File: config.mk
export PLATFORM = sky130hd
export DESIGN_NAME = seg_scan_capture
export DESIGN_NICKNAME = d
export VERILOG_FILES = /design/src/rtl/seg_scan_capture.sv
export SDC_FILE = /design/constraint.sdc
export NUM_CORES = 1
export LEC_CHECK = 0
export BUFFER_PORTS_ARGS = -buffer_cell sky130_fd_sc_hd__buf_4
export CAP_MARGIN = 25
export CORE_MARGIN = 2
export CORE_UTILIZATION = 33
export CTS_CLUSTER_SIZE = 8
export DETAILED_ROUTE_END_ITERATION = 12
export SKIP_LAST_GASP = 1
export SLEW_MARGIN = 0
export SYNTH_ARGS = -nofsm -noshare
export SYNTH_HDL_FRONTEND = slang
export SYNTH_SLANG_ARGS = --single-unit
File: constraint.sdc
create_clock -name fast_clk -period 4.3 [get_ports fast_clk]
set_input_delay 0 -clock fast_clk [delete_from_list [all_inputs] [get_ports fast_clk]]
set_output_delay 0 -clock fast_clk [all_outputs]
set_load 0.005 [all_outputs]
File: src/rtl/seg_scan_capture.sv
// Display bus readback: decodes the multiplexed 4-digit seven-segment bus,
// reassembles AN3..AN0 scans, and publishes good frames with integrity pulses.
// Ports:
//   fast_clk, RESET   scan clock, async active-high reset
//   anode[3:0]        active-low digit enables (bit3 = minute tens)
//   cathode[6:0]      active-low segments (bit0 = a .. bit6 = g)
//   min_tens..sec_ones  last good captured BCD digits
//   minutes, seconds  binary values of the published digits
//   frame_valid, frame_changed, seg_err, seq_err, gap_err  one-cycle pulses
//   frame_count       good-frame counter, wraps
module seg_scan_capture #(
    parameter int unsigned MAX_GAP = 4,
    parameter int unsigned CNT_W   = 16
) (
    input  logic             fast_clk,
    input  logic             RESET,
    input  logic [3:0]       anode,
    input  logic [6:0]       cathode,
    output logic [3:0]       min_tens,
    output logic [3:0]       min_ones,
    output logic [3:0]       sec_tens,
    output logic [3:0]       sec_ones,
    output logic [5:0]       minutes,
    output logic [5:0]       seconds,
    output logic             frame_valid,
    output logic             frame_changed,
    output logic             seg_err,
    output logic             seq_err,
    output logic             gap_err,
    output logic [CNT_W-1:0] frame_count
);

    localparam int unsigned GAP_W = $clog2(MAX_GAP + 2);

    typedef enum logic [1:0] {HUNT, GOT3, GOT2, GOT1} state_t;

    state_t           state, state_n;
    logic [3:0]       sh3, sh2, sh1, sh3_n, sh2_n, sh1_n;
    logic             bad_flag, bad_n;
    logic [GAP_W-1:0] gap_cnt, gap_n;

    logic [3:0]       min_tens_n, min_ones_n, sec_tens_n, sec_ones_n;
    logic [5:0]       minutes_n, seconds_n;
    logic             frame_valid_n, frame_changed_n, seg_err_n, seq_err_n, gap_err_n;
    logic [CNT_W-1:0] frame_count_n;

    logic [3:0]       dig;
    logic             dig_bad;
    logic [3:0]       exp_an;

    // Active-low segment pattern to BCD; anything unrecognised maps to 4'hF.
    function automatic logic [3:0] seg_decode(input logic [6:0] seg);
        logic [3:0] d;
        case (seg)
            7'b1000000: d = 4'd0;
            7'b1111001: d = 4'd1;
            7'b0100100: d = 4'd2;
            7'b0110000: d = 4'd3;
            7'b0011001: d = 4'd4;
            7'b0010010: d = 4'd5;
            7'b0000010: d = 4'd6;
            7'b1111000: d = 4'd7;
            7'b0000000: d = 4'd8;
            7'b0010000: d = 4'd9;
            default:    d = 4'hF;
        endcase
        return d;
    endfunction

    // State and all published outputs.
    always_ff @(posedge fast_clk or posedge RESET) begin
        if (RESET) begin
            state         <= HUNT;
            sh3           <= '0;
            sh2           <= '0;
            sh1           <= '0;
            bad_flag      <= 1'b0;
            gap_cnt       <= '0;
            min_tens      <= '0;
            min_ones      <= '0;
            sec_tens      <= '0;
            sec_ones      <= '0;
            minutes       <= '0;
            seconds       <= '0;
            frame_valid   <= 1'b0;
            frame_changed <= 1'b0;
            seg_err       <= 1'b0;
            seq_err       <= 1'b0;
            gap_err       <= 1'b0;
            frame_count   <= '0;
        end else begin
            state         <= state_n;
            sh3           <= sh3_n;
            sh2           <= sh2_n;
            sh1           <= sh1_n;
            bad_flag      <= bad_n;
            gap_cnt       <= gap_n;
            min_tens      <= min_tens_n;
            min_ones      <= min_ones_n;
            sec_tens      <= sec_tens_n;
            sec_ones      <= sec_ones_n;
            minutes       <= minutes_n;
            seconds       <= seconds_n;
            frame_valid   <= frame_valid_n;
            frame_changed <= frame_changed_n;
            seg_err       <= seg_err_n;
            seq_err       <= seq_err_n;
            gap_err       <= gap_err_n;
            frame_count   <= frame_count_n;
        end
    end

    // Next state, shadow capture and frame publication.
    always_comb begin
        state_n         = state;
        sh3_n           = sh3;
        sh2_n           = sh2;
        sh1_n           = sh1;
        bad_n           = bad_flag;
        gap_n           = gap_cnt;
        min_tens_n      = min_tens;
        min_ones_n      = min_ones;
        sec_tens_n      = sec_tens;
        sec_ones_n      = sec_ones;
        minutes_n       = minutes;
        seconds_n       = seconds;
        frame_valid_n   = 1'b0;
        frame_changed_n = 1'b0;
        seg_err_n       = 1'b0;
        seq_err_n       = 1'b0;
        gap_err_n       = 1'b0;
        frame_count_n   = frame_count;

        dig     = seg_decode(cathode);
        dig_bad = (dig == 4'hF);

        case (state)
            GOT3:    exp_an = 4'b1011;
            GOT2:    exp_an = 4'b1101;
            default: exp_an = 4'b1110;
        endcase

        if (state == HUNT) begin
            gap_n = '0;
            if (anode == 4'b0111) begin
                sh3_n   = dig;
                bad_n   = dig_bad;
                state_n = GOT3;
            end
        end else if (anode == 4'b1111) begin
            // Blank inside a scan: tolerated up to MAX_GAP consecutive cycles.
            if (gap_cnt == GAP_W'(MAX_GAP)) begin
                gap_err_n = 1'b1;
                gap_n     = '0;
                state_n   = HUNT;
            end else begin
                gap_n = gap_cnt + GAP_W'(1);
            end
        end else if (anode == exp_an) begin
            gap_n = '0;
            case (state)
                GOT3: begin
                    sh2_n   = dig;
                    bad_n   = bad_flag | dig_bad;
                    state_n = GOT2;
                end
                GOT2: begin
                    // Seconds tens above 5 is not a legal clock value.
                    sh1_n   = dig;
                    bad_n   = bad_flag | dig_bad | (dig > 4'd5);
                    state_n = GOT1;
                end
                default: begin
                    state_n = HUNT;
                    if (bad_flag || dig_bad) begin
                        seg_err_n = 1'b1;
                    end else begin
                        min_tens_n      = sh3;
                        min_ones_n      = sh2;
                        sec_tens_n      = sh1;
                        sec_ones_n      = dig;
                        minutes_n       = 6'(sh3) * 6'd10 + 6'(sh2);
                        seconds_n       = 6'(sh1) * 6'd10 + 6'(dig);
                        frame_valid_n   = 1'b1;
                        frame_changed_n = (sh3 != min_tens) || (sh2 != min_ones) ||
                                          (sh1 != sec_tens) || (dig != sec_ones);
                        frame_count_n   = frame_count + CNT_W'(1);
                    end
                end
            endcase
        end else begin
            // Out-of-order or multi-hot anode; AN3 restarts a scan immediately.
            gap_n     = '0;
            seq_err_n = 1'b1;
            if (anode == 4'b0111) begin
                sh3_n   = dig;
                bad_n   = dig_bad;
                state_n = GOT3;
            end else begin
                state_n = HUNT;
            end
        end
    end

endmodule
==> results.yml <==
run_status:
  status: "completed"
power_and_ir_drop:
  power_mw: 1.45
  powerDensity_nw_per_um2: 335
  leakage_nw: 2.15
  peakVddDrop_mv: 0.118
setup_path:
  critPathLaunch: "state[0]$_DFFE_PP0P_"
  path_max_fanout: 35
  crit_path_end: "frame_count[15]$_DFFE_PP0P_"
  path_class: "reg -> reg"
  r2r_start: "state[0]$_DFFE_PP0P_"
  worstPathArrival_ns: 3.36
  cp-start-kind: "flip-flop"
  cp-end-kind: "flip-flop"
  cp.required_ns: 4.56
  worstReg2RegEnd: "frame_count[15]$_DFFE_PP0P_"
  rr_worst_depth: 9
  rrSetupSlack_ns: 1.20
synthesis:
  synth-seq-area-share_pct: 45.5
  synth.distinct_cells: 52
  syn_nets: 406
  synthTopCellsByCount: "nand2_1, dfrtp_1, xnor2_1, ha_1, o21ai_0"
  netlist_area_um2: 3580
  synth_edf_count: 0
  synthTopCellsByArea: "dfrtp_1, nand2_1, xnor2_1"
  synth_largest_area_cell: "dfrtp_1"
  synth_seq_cells: 65
  avgSynthCellArea_um2: 9.62
  netlist_instances: 372
  ys_warn_count: 0
  synth_ff_type: "dfrtp_1"
  yosys.area.top_type_share_pct: 45.5
  yosysMostFrequentCell: "nand2_1"
  async_flop_share_pct: 100
global_route:
  grt_pass1_vias: 2640
  grt_pass1_wl_um: 13300
  grt-ovfl-total: 0
  grt_max_degree: 66
  grtUsageTotal_pct: 14.6
  antenna_found_initial: 0
timing:
  timing.fmax_mhz: 322
  finClkSkew_ns: 0.00843
  setup_viol: 0
  layout_min_cycle_time_ns: 3.10
  hold_violations: 0
  fin_ws_ns: 1.20
  min_period_over_period_pct: 72.1
  tightest_slew_ns: 0.988
  slew_headroom_pct: 33.9
  fin_tns_setup_ns: 0
  rsz0062_at_grt: "false"
  final_max_slew_viol_count: 0
  fin_hold_ws_ns: 0.0387
floorplanning:
  core.rowCount: 38
  core-area_um2: 10700
  fp.dieArea_um2: 11700
  die_h_um: 108
  initial_core_util_pct: 33.4
  io_pins: 62
  fp.dieW_um: 108
finish:
  largest_register_ffs: 16
  nets: 465
  synthToLayoutAreaGrowth_pct: 21.2
  n_antenna_cell: 0
  fillers: 1071
  design_area_um2: 4340
  regArea_um2: 1630
  reg.largest.list: "frame_count (16), minutes (5), seconds (5)"
  drive_gt1_share_pct: 21.1
  multi_input_area_um2: 1800
  max_flop_register: "frame_count"
detailed_routing:
  top_layer: "met4"
  dr.first_iter.drc_count: 85
  via_per_inst: 4.78
  wl_met2_um: 3710
  routed-via-count: 2750
  wirelength_met1_um: 3760
  ant_nets: 0
  wl_um: 7930
  dr.pass1.iters: 4
  met3_length_um: 326
  drc_errors: 0
  wl_per_cell_um: 13.8
clock_network:
  cts_setup_buffers: 0
  cts-root-buf: "clkbuf_8"
  cts.clk_slew.worst_paths_ns: 0.07
  clk_path_buf_depth: 2
  clk_latency_ns: 0.34
  cts_tree: "yes"
  htreeDepth: 3
  cts_made_buffers: 9
  clkSinkCount: 65
placed_design:
  dpl_cell_area_um2: 4140
  io_buffers: 61
  post-dp-hpwl_um: 5700
  detailedPlace.worstSlack_ns: 1.23
  place_congestion: 0.833
min_path:
  worst_hold_path.num_cells: 3
  hold_path_class: "in -> reg"
run:
  max_cap_violations: 0
[report_power, final]
| group | internal [mW] | leakage, nW | switching [mW] | total, mW |
|---|---|---|---|---|
| Combinational | 0.133 | 1.18 | 0.154 | 0.287 |
| Clock | 0.262 | 0.0929 | 0.233 | 0.495 |
| Sequential | 0.639 | 0.881 | 0.0336 | 0.673 |
[routing by layer]
layer / track usage (%) / vias up
met3: 3.32 / 12
met4: 6.59 / 0
met1: 19.9 / 1305
li1: - / 1383
met5: 0 / -
met2: 22.0 / 50
[cell type report]
cell class	instances	share of cell area, %
clock buffer	11	3.03
clock inverter	4	1.04
inverter	16	1.39
multi-input combinational	274	41.6
sequential	65	37.5
tap	140	4.04
timing repair buffer	65	11.4
[cells in the final DEF (no fill, tap or decap), types with 4 or more instances in the layout]
cell type   n
a21oi_1     9
dfrtp_1    65
ha_1       19
nand2_1    76
nor3_1      9
xnor2_1    28
nand3_1     8
xor2_1     17
o21ai_0    18
a21o_1      4
nor2_1     16
nand4_1     8
clkbuf_8    9
inv_1      15
buf_4      63
nor4_1      8
mux2_2      9
[worst min-delay path by stage]
stage               startpoint  slack [ns]                end
floorplan             anode[3]        0.09  seq_err$_DFF_PP0_
global placement      anode[3]        0.22  seq_err$_DFF_PP0_
detailed placement    anode[3]        0.23  seq_err$_DFF_PP0_
CTS                   anode[0]        0.03  gap_err$_DFF_PP0_
global route          anode[0]        0.05  gap_err$_DFF_PP0_
finish                anode[0]        0.04  gap_err$_DFF_PP0_
[critical path, stage by stage, from the launching register on]
cell and delay (ns):
dfrtp_1 0.40, inv_1 0.10, ha_1 0.41, xor2_1 0.19, a211o_1 0.32, nor3_2 0.18, o211ai_1 0.42, buf_4 0.42
nor4_1 0.40, xor2_1 0.18
[kinds of logic after synthesis]
family | Yosys count | synth area share, %
multiplexers | 9 | 2.83
adder cells (fa/ha/maj) | 21 | 7.77
flip-flops | 65 | 45.5
buffers and inverters | 33 | 4.09
AND/OR/NAND/NOR | 149 | 20.0
XOR/XNOR | 45 | 11.0
AO/OA/AOI/OAI | 50 | 8.81
[timing repair]
action / in CTS / in global routing
setup endpoints to repair: 0 / 0
endpoints found under the hold margin: 66 / 0
hold buffers: 2 / 0
resized for setup: 0 / 0
[per-stage QoR]
stage,utilization [%],instances
after floorplan,-,372
after global placement,38.7,558
after detailed placement,38.7,558
after CTS,40.5,575
after global routing,40.5,575
final,40.5,575
Power figures use the tool's default switching activity.
